===== src/rtl/map_ss_seq.sv =====
// Save-state sequencer: walks the active mapper's snapshot registers and copies them
// to the snapshot buffer (save) or back from it (load), with a map_idx header at buffer[0].
module map_ss_seq #(
    parameter int N_REGS = 32,
    parameter int RD_LAT = 2
) (
    input  logic       clk,
    input  logic       rst_n,
    input  logic [7:0] map_idx,
    input  logic       start,
    input  logic       mode,
    input  logic       abort,
    output logic       busy,
    output logic       done,
    output logic       err,
    output logic [7:0] ss_addr,
    output logic       ss_oe,
    output logic       ss_we,
    output logic [7:0] ss_din,
    input  logic [7:0] ss_dout,
    output logic [7:0] buf_addr,
    output logic       buf_we,
    output logic       buf_re,
    output logic [7:0] buf_din,
    input  logic [7:0] buf_dout
);

    typedef enum logic [2:0] {IDLE, HDR, ADDR, WAIT, XFER, CHK, DONE} state_t;

    localparam logic [7:0] LAST  = 8'(N_REGS - 1);
    localparam logic [2:0] WLAST = 3'(RD_LAT - 1);

    state_t     state;
    logic       ld;
    logic       hdr;
    logic [7:0] idx;
    logic [7:0] k;
    logic [2:0] wcnt;

    // Every output is set on the edge entering the state it belongs to, so
    // read data is sampled in the last WAIT cycle, RD_LAT cycles after the strobe.
    always_ff @(posedge clk or negedge rst_n) begin
        if (!rst_n) begin
            state    <= IDLE;
            ld       <= 1'b0;
            hdr      <= 1'b0;
            idx      <= '0;
            k        <= '0;
            wcnt     <= '0;
            busy     <= 1'b0;
            done     <= 1'b0;
            err      <= 1'b0;
            ss_addr  <= '0;
            ss_oe    <= 1'b0;
            ss_we    <= 1'b0;
            ss_din   <= '0;
            buf_addr <= '0;
            buf_we   <= 1'b0;
            buf_re   <= 1'b0;
            buf_din  <= '0;
        end else begin
            ss_oe  <= 1'b0;
            ss_we  <= 1'b0;
            buf_we <= 1'b0;
            buf_re <= 1'b0;
            done   <= 1'b0;
            err    <= 1'b0;
            if (state != IDLE && abort) begin
                state <= IDLE;
                busy  <= 1'b0;
            end else begin
                case (state)
                    IDLE: if (start) begin
                        ld       <= mode;
                        idx      <= map_idx;
                        k        <= '0;
                        busy     <= 1'b1;
                        buf_addr <= '0;
                        if (mode) begin
                            hdr    <= 1'b1;
                            buf_re <= 1'b1;
                            state  <= ADDR;
                        end else begin
                            hdr     <= 1'b0;
                            buf_we  <= 1'b1;
                            buf_din <= map_idx;
                            state   <= HDR;
                        end
                    end
                    HDR: begin
                        ss_addr <= k;
                        ss_oe   <= 1'b1;
                        state   <= ADDR;
                    end
                    ADDR: begin
                        wcnt  <= '0;
                        state <= WAIT;
                    end
                    WAIT: if (wcnt == WLAST) begin
                        if (ld && hdr) begin
                            // err doubles as the header verdict inside CHK
                            err   <= (buf_dout != idx);
                            hdr   <= 1'b0;
                            state <= CHK;
                        end else if (ld) begin
                            ss_we   <= 1'b1;
                            ss_addr <= k;
                            ss_din  <= buf_dout;
                            state   <= XFER;
                        end else begin
                            buf_we   <= 1'b1;
                            buf_addr <= 8'(k + 8'd1);
                            buf_din  <= ss_dout;
                            state    <= XFER;
                        end
                    end else begin
                        wcnt <= wcnt + 3'd1;
                    end
                    XFER: if (k == LAST) begin
                        done  <= 1'b1;
                        state <= DONE;
                    end else begin
                        k     <= k + 8'd1;
                        state <= ADDR;
                        if (ld) begin
                            buf_addr <= 8'(k + 8'd2);
                            buf_re   <= 1'b1;
                        end else begin
                            ss_addr <= k + 8'd1;
                            ss_oe   <= 1'b1;
                        end
                    end
                    CHK: if (err) begin
                        state <= IDLE;
                        busy  <= 1'b0;
                    end else begin
                        k        <= '0;
                        buf_addr <= 8'd1;
                        buf_re   <= 1'b1;
                        state    <= ADDR;
                    end
                    DONE: begin
                        state <= IDLE;
                        busy  <= 1'b0;
                    end
                    default: begin
                        state <= IDLE;
                        busy  <= 1'b0;
                    end
                endcase
            end
        end
    end

endmodule


===== config.mk =====
export PLATFORM = sky130hd
export DESIGN_NAME = map_ss_seq
export DESIGN_NICKNAME = d
export VERILOG_FILES = /design/src/rtl/map_ss_seq.sv
export SDC_FILE = /design/constraint.sdc
export NUM_CORES = 1
export LEC_CHECK = 0
export ABC_AREA = 1
export BUFFER_PORTS_ARGS = -buffer_cell sky130_fd_sc_hd__buf_2
export CAP_MARGIN = 20
export CORE_MARGIN = 3
export CORE_UTILIZATION = 45
export CTS_BUF_LIST = sky130_fd_sc_hd__clkbuf_16
export DETAILED_ROUTE_END_ITERATION = 6
export PLACE_DENSITY = 0.66
export SYNTH_ARGS = -nofsm -noshare
export SYNTH_HDL_FRONTEND = slang
export SYNTH_SLANG_ARGS = --single-unit

===== constraint.sdc =====
create_clock -name clk -period 1.5 [get_ports clk]
set_clock_uncertainty 0.1 [all_clocks]
set_input_delay 0.45 -clock clk [delete_from_list [all_inputs] [get_ports clk]]
set_output_delay 0.45 -clock clk [all_outputs]
set_load 0.05 [all_outputs]

==> results by group <==
Status
  • Status: complete, but fails checks
  • Violated checks: setup timing

Clocking
  • TritonCTS buffer count: 9
  • CTS root buffer: clkbuf_16
  • Number of hold buffers added after CTS: 0
  • H-tree Lvls: 3
  • CTS tree: done
  • CTS sink cnt: 63
  • Clock-pin slew on the worst setup and hold paths: ~0.05 ns
  • CTS Buffer Depth: 2
  • Clock Latency Late Sink: 0.33 ns

STA
  • Setup Viol. Count Final: 52
  • Fmax: 592 MHz
  • Worst slew pin tran: 0.359 ns
  • Hold Fails Final Rpt: 0
  • Normalized max-slew margin: 75.8%
  • Final worst-path cycle share: 113%
  • Max Slew Vio Count: 0
  • RSZ-0062 raised after global routing: true
  • Minimum clock period: 1.69 ns
  • Setup ws final: -0.190 ns

Critical path
  • Crit Path Category: flip-flop to flip-flop
  • CP cell instances: buf_6 > inv_2 > nand2_2 > nor2_4 > buf_4 > buf_6 > buf_4 > nand3_1 > a31oi_2
  • CP max stage delay: 0.38 ns
  • Crit path required time: 1.63 ns
  • Critical path endpoint category: flip-flop
  • Setup crit start kind: flip-flop
  • Crit path max fanout: 6
  • CP arrival: 1.82 ns
  • Slowest stage cell, crit path: dfrtp_1

Floorplan
  • Die height: 93.2 um
  • Initial Utilization: around 47%
  • Core Rows: 31
  • Die area: 8690 sq um
  • CORE AREA: 7330 sq um
  • I/O Pins: 68
  • Die width: 93.2 um

Synthesis
  • Synth Warn #: 0
  • Top_reg_cell synth: dfrtp_1
  • Post-synth ARST share: between 90% and 100%
  • Syn_nets: 462
  • Synth Area per Inst: 8.01 sq um
  • #FFs+latches synth: 63
  • Mapped Area: approximately 3400 sq um
  • Post-synthesis instance total: 427
  • Yosys top cell by area: dfrtp_1
  • Seq/Total Area, Yosys: 46.1%
  • Post-synth EDFFs: 0
  • Synth top area share: between 40% and 50%
  • Unique masters post-synth: 36
  • Ranking of synthesized cells by area: dfrtp_1 46%, nand2_1 18%, nand3_1 6.3%, o21ai_0 5.0%, inv_1 3.3%

Power
  • Worst vdd ir: between 1000 and 1500 uV
  • Leakage: 2.60 nW
  • Power density cells: 1830 nW/um^2

Drt
  • Routed Antenna Nets: 0
  • Met3 WL: 576 um
  • Residual DRC: 0
  • DR WL met2: 4350 um
  • DR top layer: met4
  • DR iter-0 viols: roughly 190
  • Avg Vias per Cell: 5.03
  • Vias: 3327
  • WL final: 9190 um
  • Drt wl/cell: about 14 um
  • Drt first pass iters: 5
  • WL met1: 4150 um

GRT
  • Overflow after GRT: 0
  • Largest net degree at the start of global routing: 64
  • Initial antenna violation count: 0
  • First-pass GRT wire length: 15000 um
  • Total GRT Usage: 21.8%
  • Vias in the first global route: 3158

Final layout
  • Share of cells above drive strength 1: 39.5%
  • Final Cell Area: 4980 sq um
  • Final nets: 592
  • Fin util: 67.9%
  • Area grow syn2layout: 45.5%
  • Most frequent cells in the layout: 151 x nand2_1, 73 x buf_4, 61 x dfrtp_1, 37 x buf_2, 36 x nand3_1
  • ANT cells: 0
  • Most common cell after layout, fill and taps aside: nand2_1

Placed design
  • Area after DPL: 4250 sq um
  • HPWL Detailed: between 6000 and 7000 um
  • Routability congestion estimate: 0.872
  • I/O Buffers: 67

Job
  • Max-cap violations: 0

Min path
  • Worst hold-check path type: primary input to asynchronous set/reset pin
-- report_power, final --
| group | switching (W) | internal (W) |
|---|---|---|
| logic | 0.00285 | 0.00158 |
| registers | 0.000299 | 0.00214 |
| clock network | 0.000783 | 0.00146 |
-- layout make-up --
class / instances / area (sq um)
inverter: 36 / 150
fill: 585 / 2350
tap: 99 / 124
multi-input combinational: 319 / 1880
timing repair buffer: 128 / 925
clock inverter: 7 / 96.3
clock buffer: 9 / 225
sequential: 63 / 1580
-- registers in the layout, summed over array words and instances (netlist names) --
register / flops
err: 1
ss_oe: 1
ss_we: 1
buf_re: 1
state: 3
idx: 8
ss_din: 8
buf_addr: 8
k: 8
wcnt: 3
buf_we: 1
hdr: 1
ss_addr: 8
ld: 1
buf_din: 8
done: 1
busy: 1
-- Yosys cell counts (2+ instances only) --
library cell	instances
a21oi_1	5
buf_2	5
buf_4	2
buf_6	3
dfrtp_1	63
ha_1	6
inv_1	30
inv_2	3
nand2_1	162
nand2_2	6
nand2_4	4
nand3_1	43
nand3_4	2
nand4_1	7
nor2_1	13
nor2_4	6
o21ai_0	34
o21ai_2	8
xnor2_1	8
-- metal layers --
metal	up-vias	global-route usage [%]
met1	1562	29.8
li1	1640	-
met5	-	0
met4	0	8.30
met3	10	4.42
met2	115	34.3
-- cells by family after synthesis --
family,count (synthesis),share of synthesized area (%)
buffers and inverters,47,6.51
and+or+nand+nor,250,34.1
AOI/OAI and AO/OA,52,8.85
adders and majority gates,6,2.19
DFF,63,46.1
xor gates and xnor gates,9,2.30
-- worst max-delay path, delay by kind of cell, from the launching register on --
kind / cells / cell delay [ns]
flops: 1 / 0.38
buf+inv: 5 / 0.53
compound gates: 1 / 0.18
simple gates: 3 / 0.39
-- worst paths after layout --
check | to | slack (ns) | startpoint | depth (start not counted)
setup / recovery | buf_re | -0.19 | state[0] | 9
hold / removal | buf_addr[2] | 0.03 | rst_n | 2
setup reg to reg | buf_re | -0.19 | state[0] | 9
hold reg to reg | buf_addr[0] | 0.37 | buf_addr[0] | 2
max in group asynchronous | state[1] | 0.97 | rst_n | 2
min in group clk | ss_din[6] | 0.24 | buf_dout[6] | 3
-- timing repair --
| action | 4_1_cts | 5_1_grt |
|---|---|---|
| cloned | 1 | 1 |
| gates resized for setup | 53 | 48 |
| hold endpoints to repair | 0 | 0 |
| endpoints found under the setup margin | 69 | 75 |
| pin swaps | 15 | 29 |
| setup buffers | 4 | 9 |
-- per-stage QoR --
step	hold WS (ns)	total power [W]	setup slack, ns	instances	setup TNS (ns)
2_1_floorplan	0.0544	0.00500	-0.0535	427	-0.586
3_3_place_gp	0.351	0.00603	-0.215	632	-7.10
3_5_place_dp	0.356	0.00607	-0.225	632	-7.84
4_1_cts	0.0383	0.00874	-0.144	652	-4.70
5_1_grt	0.0693	0.00965	-0.284	661	-11.38
6_report	0.0288	0.00910	-0.190	661	-5.84
Power figures use the tool's default switching activity.
